--- src/rtl/onehot_dec_pkg.sv ---
`default_nettype none
// ============================================================================
//  Module      : onehot_dec_pkg
//  Description : Shared definitions for the 3-to-8 one-hot pulse decoder:
//                FSM state encoding, code/one-hot widths, default pulse
//                length and the decode helper.
//  Revision    : 1.0 - initial release
// ============================================================================
package onehot_dec_pkg;

    localparam int unsigned c_code_w            = 3;
    localparam int unsigned c_oh_w              = 8;
    localparam int unsigned c_cnt_w             = 8;
    localparam int unsigned c_pulse_len_default = 4;

    typedef enum logic [0:0] {
        IDLE   = 1'b0,
        ACTIVE = 1'b1
    } state_t;

    // Binary index to one-hot; exactly one bit is ever set.
    function automatic logic [c_oh_w-1:0] decode_oh(input logic [c_code_w-1:0] code);
        logic [c_oh_w-1:0] oh;
        oh = '0;
        oh[code] = 1'b1;
        return oh;
    endfunction

endpackage : onehot_dec_pkg
`default_nettype wire

--- src/rtl/onehot_dec_timer.sv ---
`default_nettype none
// ============================================================================
//  Module      : onehot_dec_timer
//  Description : Pulse hold counter. Loads PULSE_LEN-1 on load, counts down
//                to zero and stops there (never underflows). clear has
//                priority and forces the count to zero.
//  Ports       : clk    - clock (rising edge)
//                rst_n  - asynchronous active-low reset
//                load   - reload with PULSE_LEN-1
//                clear  - synchronous clear to zero
//                zero   - count is zero
//  Revision    : 1.0 - initial release
// ============================================================================
module onehot_dec_timer
    import onehot_dec_pkg::*;
#(
    parameter int unsigned PULSE_LEN = c_pulse_len_default
) (
    input  logic clk,
    input  logic rst_n,
    input  logic load,
    input  logic clear,
    output logic zero
);

    localparam logic [c_cnt_w-1:0] c_load_val = c_cnt_w'(PULSE_LEN - 1);

    logic [c_cnt_w-1:0] r_cnt;

    always_ff @(posedge clk or negedge rst_n) begin
        if (!rst_n) begin
            r_cnt <= '0;
        end else if (clear) begin
            r_cnt <= '0;
        end else if (load) begin
            r_cnt <= c_load_val;
        end else if (r_cnt != '0) begin
            r_cnt <= r_cnt - 1'b1;
        end
    end

    assign zero = (r_cnt == '0);

endmodule : onehot_dec_timer
`default_nettype wire

--- src/rtl/onehot_decoder_3_to_8.sv ---
`default_nettype none
// ============================================================================
//  Module      : onehot_decoder_3_to_8
//  Description : Accepts a 3-bit code with valid/ready handshake and drives
//                the registered one-hot decode for PULSE_LEN cycles. A new
//                code may be accepted on the last cycle of a pulse so that
//                consecutive pulses abut with no gap. flush aborts a pulse
//                and blocks acceptance in the same cycle.
//  Build option: ONEHOT_DEC_STICKY_EN adds sticky_clr/sticky, an 8-bit
//                record of every code accepted since the last clear.
//  Ports       : clk, rst_n (async active-low), in_code[2:0], in_valid,
//                in_ready, flush, out_oh[7:0], out_valid, busy
//                [sticky_clr, sticky[7:0] with ONEHOT_DEC_STICKY_EN]
//  Revision    : 1.0 - initial release
// ============================================================================
module onehot_decoder_3_to_8
    import onehot_dec_pkg::*;
#(
    parameter int unsigned PULSE_LEN = c_pulse_len_default
) (
    input  logic                clk,
    input  logic                rst_n,
    input  logic [c_code_w-1:0] in_code,
    input  logic                in_valid,
    output logic                in_ready,
    input  logic                flush,
    output logic [c_oh_w-1:0]   out_oh,
    output logic                out_valid,
    output logic                busy
`ifdef ONEHOT_DEC_STICKY_EN
    ,
    input  logic                sticky_clr,
    output logic [c_oh_w-1:0]   sticky
`endif
);

    state_t              r_state;
    state_t              w_state_nxt;
    logic [c_oh_w-1:0]   r_out_oh;
    logic [c_oh_w-1:0]   w_out_oh_nxt;
    logic                w_cnt_zero;
    logic                w_accept;

    // Ready is gated by rst_n so nothing is offered while reset is held.
    assign w_accept = in_valid && in_ready;

    onehot_dec_timer #(
        .PULSE_LEN (PULSE_LEN)
    ) u_timer (
        .clk   (clk),
        .rst_n (rst_n),
        .load  (w_accept),
        .clear (flush),
        .zero  (w_cnt_zero)
    );

    // State and output register
    always_ff @(posedge clk or negedge rst_n) begin
        if (!rst_n) begin
            r_state  <= IDLE;
            r_out_oh <= '0;
        end else begin
            r_state  <= w_state_nxt;
            r_out_oh <= w_out_oh_nxt;
        end
    end

    // Next-state logic; flush wins over everything, an accept on the last
    // pulse cycle reloads directly without passing through IDLE.
    always_comb begin
        w_state_nxt  = r_state;
        w_out_oh_nxt = r_out_oh;
        if (flush) begin
            w_state_nxt  = IDLE;
            w_out_oh_nxt = '0;
        end else if (w_accept) begin
            w_state_nxt  = ACTIVE;
            w_out_oh_nxt = decode_oh(in_code);
        end else if (r_state == ACTIVE && w_cnt_zero) begin
            w_state_nxt  = IDLE;
            w_out_oh_nxt = '0;
        end
    end

    // Output logic
    always_comb begin
        in_ready  = 1'b0;
        out_valid = 1'b0;
        busy      = 1'b0;
        if (rst_n && !flush) begin
            in_ready = (r_state == IDLE) || w_cnt_zero;
        end
        out_valid = (r_state == ACTIVE);
        busy      = (r_state == ACTIVE);
    end

    assign out_oh = r_out_oh;

`ifdef ONEHOT_DEC_STICKY_EN
    logic [c_oh_w-1:0] r_sticky;

    // A clear coinciding with an accept leaves only the new code's bit.
    always_ff @(posedge clk or negedge rst_n) begin
        if (!rst_n) begin
            r_sticky <= '0;
        end else if (w_accept) begin
            r_sticky <= (sticky_clr ? '0 : r_sticky) | decode_oh(in_code);
        end else if (sticky_clr) begin
            r_sticky <= '0;
        end
    end

    assign sticky = r_sticky;
`endif

endmodule : onehot_decoder_3_to_8
`default_nettype wire

--- config.mk ---
export PLATFORM = sky130hd
export DESIGN_NAME = onehot_decoder_3_to_8
export DESIGN_NICKNAME = d
export VERILOG_FILES = /design/src/rtl/onehot_dec_pkg.sv /design/src/rtl/onehot_dec_timer.sv /design/src/rtl/onehot_decoder_3_to_8.sv
export SDC_FILE = /design/constraint.sdc
export NUM_CORES = 1
export LEC_CHECK = 0
export BUFFER_PORTS_ARGS = -buffer_cell sky130_fd_sc_hd__buf_2
export CORE_UTILIZATION = 40
export CTS_CLUSTER_SIZE = 12
export DETAILED_ROUTE_END_ITERATION = 10
export GPL_TIMING_DRIVEN = 0
export PLACE_DENSITY = 0.68
export SLEW_MARGIN = 30
export SYNTH_ARGS = -nofsm -noshare
export SYNTH_HDL_FRONTEND = slang
export SYNTH_SLANG_ARGS = --single-unit
--- constraint.sdc ---
create_clock -name clk -period 2 [get_ports clk]
set_clock_uncertainty 0.15 [all_clocks]
set_input_delay 0.1 -clock clk [delete_from_list [all_inputs] [get_ports clk]]
set_output_delay 0.1 -clock clk [all_outputs]
set_load 0.05 [all_outputs]
==> metrics.csv, run 1 <==
metric,value,unit
synth.ff_latch_count,17,
cts_root_buffer,clkbuf_4,
wire_per_inst,13.9,µm
cts_tree,done,
crit_type,reg2out,
max_clock_freq,480,MHz
port_buffers,17,
internal_power,921,µW
io_pins,18,
crit_fanout,3,
cts_buffers,3,
postSynthCellCount,103,
ys_types,30,
drt_iter0_markers,28,
antenna_found_initial,0,
cp-end-kind,output pin,
via_per_inst,5.23,
fp.dieW,49.9,µm
report.final.slew_viol_count,0,
grt_max_degree,18,
setup_tns,-0.0847,ns
drt_pre_antenna_iters,4,
rows,16,
ir_worst_vdd,0.000700,V
drcViolationCount,0,
arrival,1.83,ns
vias,873,
drive_gt1_share,34.3,%
nets,150,
met1Wirelength,1040,µm
gp_congestion,0.800,
wl_met2,1190,µm
core,2060,µm²
ys_warn_count,0,
crit_slowest_cell,dfrtp_1,
p_per_area,1250,nW/µm²
rsz0062_at_grt,yes,
ys_async_sr_fraction,100,%
grt_pass1_vias,831,
worstMarginPinSlew,0.808,ns
fin_ws,-0.0847,ns
htreeDepth,1,
hold_viol,0,
p_leak,0.000632,µW
clkPwrFrac,12.4,%
hold_path.class,in2reg,
syn_area,916,µm²
synth-edff-count,0,
status,"complete, but fails checks",
ys.flop_type,dfrtp_1,
slew_headroom,46.0,%
setup_viol,1,
layout_worst_path_cycle_share,104,%
ys_seq_area_share,46.4,%
dp_hpwl,1360,µm
pwr-share-seq,29.7,%
die_h,49.9,µm
synth.top_cell.area_share,46.4,%
cp_data_required_time,1.75,ns
crit_path_start_kind,flop,
drv_cap,0,
syn_area_per_cell,8.89,µm²
track_usage,20.6,%
diodes,0,
ctsLongestPathBuffers,2,
final_common_cell,nand2_1,
layout_common_cells,"21 x nand2_1, 17 x dfrtp_1, 16 x buf_2, 14 x nor2_1, 13 x buf_4",
antenna_left,0,
initial_utilization,44.4,%
grt_overflow,0,
ys_top_cells_by_area,"dfrtp_1 46%, nand2_1 8.6%, o211ai_1 6.6%, nor2_1 6.1%, ha_1 2.7%",
clkSlewWorstSetupHoldPaths,0.10,ns
dieArea,2490,µm²
min_period,2.08,ns
syn_nets,112,
sw_frac_of_total,41.3,%
place_inst,147,
grt_pass1_wl,3770,µm
dr.max_layer_used,met4,
yosysTopAreaCell,dfrtp_1,
crit_chain,inv_2 > ha_4 > or3b_4 > o21ai_4 > and3b_2 > buf_8,
wl,2320,µm
p_sw,647,µW
slowest_delay,0.41,ns
area_delta_synth_final,37.0,%
violations,setup timing,
final_cells,167,
met3_length,80,µm
clk_latency,0.30,ns
cts.sinks,17,
p_comb_share,57.9,%
-- cell type report --
| type | count | area, µm² |
|---|---|---|
| Inverter | 3 | 11.3 |
| Tap cell | 27 | 33.8 |
| Fill cell | 176 | 807 |
| Buffer | 1 | 7.51 |
| Clock buffer | 3 | 22.5 |
| Timing Repair Buffer | 35 | 245 |
| Sequential cell | 17 | 425 |
| Clock inverter | 1 | 5.00 |
| Multi-Input combinational cell | 80 | 504 |
-- logic make-up after synthesis --
group / Yosys count / synth area share, %
AND/OR/NAND/NOR: 57 / 30.5
flip-flops: 17 / 46.4
XOR/XNOR: 3 / 2.87
adder cells (fa/ha/maj): 2 / 2.73
AO/OA/AOI/OAI: 17 / 12.6
multiplexers: 1 / 1.09
buffers and inverters: 6 / 3.82
-- state kept, by name, summed over array words and instances (netlist names) --
register / flops
out_oh: 8
busy: 1
u_timer.r_cnt: 8
-- critical path, delay by kind of cell (launching register included) --
kind	cells	cell delay (ns)
simple gates	2	0.61
flops	1	0.41
buf+inv	2	0.24
compound gates	1	0.14
fa+ha+maj	1	0.13
-- Yosys cell counts (2+ instances only) --
master    count
nand2_1      21
dfrtp_1      17
nor2_1       15
o211ai_1      8
a21oi_1       4
nor3_1        4
inv_1         3
nand2b_1      3
and3b_1       2
ha_1          2
o21ai_0       2
or2_2         2
or3_1         2
xor2_1        2
-- timing repair --
item	CTS	global route
endpoints found under the setup margin	9	13
gates resized for setup	11	6
endpoints found under the hold margin	22	0
setup buffers	6	6
pin swaps	1	12
hold buffers	6	0
-- final timing paths --
kind | end | slack, ns | cells past startpoint | start
worst max-delay path | in_ready | -0.08 | 6 | u_timer.r_cnt[0]
worst min-delay path | u_timer.r_cnt[1] | 0.02 | 3 | rst_n
worst max register to register | out_oh[4] | 0.01 | 6 | u_timer.r_cnt[0]
worst min register to register | out_oh[5] | 0.38 | 2 | out_oh[5]
max in group asynchronous | u_timer.r_cnt[1] | 0.84 | 2 | rst_n
min in group asynchronous | u_timer.r_cnt[6] | 0.35 | 2 | rst_n
-- power groups by stage --
stage	combinational, µW	clock, µW	sequential, µW
finish	909	194	465
global route	989	209	472
CTS	825	197	463
detailed placement	596	0	478
global placement	586	0	475
floorplan	466	0	487
-- metrics by stage --
stage	hold slack (ns)	util, %	worst slack (ns)	area (µm²)	power (µW)
floorplan	-0.346	-	0.00234	920	952
global placement	-0.0776	50.4	-0.190	1040	1060
detailed placement	-0.0712	50.4	-0.214	1040	1070
CTS	0.0142	58.7	-0.124	1210	1490
global route	0.0576	60.9	-0.134	1250	1670
finish	0.0165	60.9	-0.0847	1250	1570
-- routing by layer --
metal / up-vias / global-route usage (%)
li1: 431 / -
met4: 0 / 8.57
met1: 423 / 24.8
met5: - / 0
met2: 17 / 35.4
met3: 2 / 4.01
Note: power is estimated with default switching activity, not from simulation.
==> inputs of run 2 (changes only) <==
CORE_ASPECT_RATIO = 1.1   (was not set)
PLACE_DENSITY = not set   (was 0.68)
==> metrics.csv, run 2 (synthesized netlist as in run 1, its figures left out) <==
metric,value,unit
final_cells,169,
htreeDepth,1,
cts.sinks,17,
cts_root_buffer,clkbuf_4,
grt_pass1_wl,3700,µm
drv_cap,0,
layout_common_cells,"21 x nand2_1, 17 x dfrtp_1, 16 x buf_2, 15 x buf_4, 14 x nor2_1",
timing.hold.ws,0.0281,ns
n_fill_cell,200,
drcViolationCount,0,
initial_utilization,43.9,%
ir_worst_vdd,0.000568,V
p_per_area,1250,nW/µm²
drt_pre_antenna_iters,5,
arrival,1.83,ns
crit_path_start_kind,flop,
area_delta_synth_final,37.2,%
gp_congestion,0.739,
hold_path.class,in2reg,
cp_data_required_time,1.75,ns
layout_worst_path_cycle_share,104,%
crit_slowest_cell,dfrtp_1,
final_common_cell,nand2_1,
sw_frac_of_total,40.9,%
grt_pass1_vias,845,
cts_buffers,3,
diodes,0,
wl,2370,µm
rsz0062_at_grt,yes,
via_per_inst,5.12,
track_usage,21.4,%
p_leak,0.000635,µW
dp_hpwl,1340,µm
fin_ws,-0.0782,ns
ctsLongestPathBuffers,2,
place_ws,-0.173,ns
crit_type,reg2out,
report.final.slew_viol_count,0,
antenna_left,0,
internal_power,930,µW
place_inst,148,
crit_chain,inv_2 > ha_4 > or3b_4 > o21ai_4 > and3b_2 > buf_8,
slowest_delay,0.41,ns
dieArea,2490,µm²
violations,setup timing,
holdPathStages,3,
setup_tns,-0.0782,ns
r2r_slack,0.01,ns
cp-end-kind,output pin,
p_sw,643,µW
min_period,2.08,ns
io_pins,18,
wire_per_inst,14.0,µm
core,2080,µm²
reg2reg_depth,6,
vias,866,
hold_viol,0,
pwr-share-seq,29.5,%
nets,151,
cts_tree,done,
clkSlewWorstSetupHoldPaths,0.10,ns
drt_iter0_markers,11,
rows,17,
fp.dieW,47.6,µm
antenna_found_initial,0,
setup_viol,1,
crit_fanout,3,
status,"complete, but fails checks",
slew_headroom,45.4,%
worstMarginPinSlew,0.816,ns
seq_area,425,µm²
multi_input_area,500,µm²
die_h,52.2,µm
p_comb_share,58.6,%
clkPwrFrac,11.9,%
grt_max_degree,18,
grt_overflow,0,
port_buffers,17,
max_clock_freq,481,MHz
drive_gt1_share,34.8,%
clk_latency,0.29,ns
run 2: changes by cell type in the layout (fill, tap and decap cells not counted):
cell           previous run  this run
buf_4                    13        15
clkbuf_1                  0         1
clkinv_2                  1         0
dlygate4sd3_1             6         5
nor3_1                    3         4
nor3_2                    1         0
o21ai_1                   1         0
o21ai_2                   0         1
or2_2                     1         2
or2_4                     1         0
run 2: path summary, 6_finish.rpt:
| kind | from | to |
|---|---|---|
| setup / recovery | u_timer.r_cnt[1] | in_ready |
| hold / removal | in_valid | u_timer.r_cnt[1] |
| setup reg to reg | u_timer.r_cnt[1] | out_oh[1] |
| hold reg to reg | out_oh[0] | out_oh[0] |
| max in group asynchronous | rst_n | out_oh[3] |
| min in group asynchronous | rst_n | u_timer.r_cnt[5] |
run 2: critical path: cells and delay by family, from the launching register on:
kind	cells	cell delay (ns)
adders and majority gates	1	0.13
and+or+nand+nor	2	0.62
AOI/OAI and AO/OA	1	0.14
buffers and inverters	2	0.24
DFF	1	0.41
run 2: layout make-up:
cell class	count	share of cell area [%]
tap	28	2.79
timing repair buffer	36	19.9
clock buffer	4	2.09
buffer	1	0.598
inverter	3	0.896
multi-input combinational	80	39.8
sequential	17	33.9
run 2: power by group through the flow:
stage / sequential (µW) / combinational (µW) / clock [µW]
2_1_floorplan: 487 / 466 / 0
3_3_place_gp: 475 / 594 / 0
3_5_place_dp: 478 / 592 / 0
4_1_cts: 456 / 827 / 195
5_1_grt: 468 / 1010 / 213
6_report: 465 / 922 / 187
run 2: timing repair:
action | CTS | global route
setup endpoints to repair | 9 | 16
hold endpoints to repair | 21 | 0
pin swaps | 3 | 13
buffers inserted | 9 | 5
resized for setup | 9 | 7
hold buffers | 5 | 0
run 2: metal layers:
metal	global-route usage [%]	share of wire [%]	routed length (µm)	up-vias
li1	-	-	-	430
met1	27.3	44	1050	423
met2	35.6	53	1260	11
met3	3.10	1.8	43	2
met4	8.33	0.55	13	0
met5	0	0	0	-
run 2: per-stage QoR:
stage / power, µW / util [%] / cell area, µm²
after global routing: 1690 / 60.3 / 1260
after global placement: 1070 / 49.9 / 1040
final: 1570 / 60.3 / 1260
after CTS: 1480 / 58.3 / 1220
after detailed placement: 1070 / 49.9 / 1040
after floorplan: 952 / - / 920
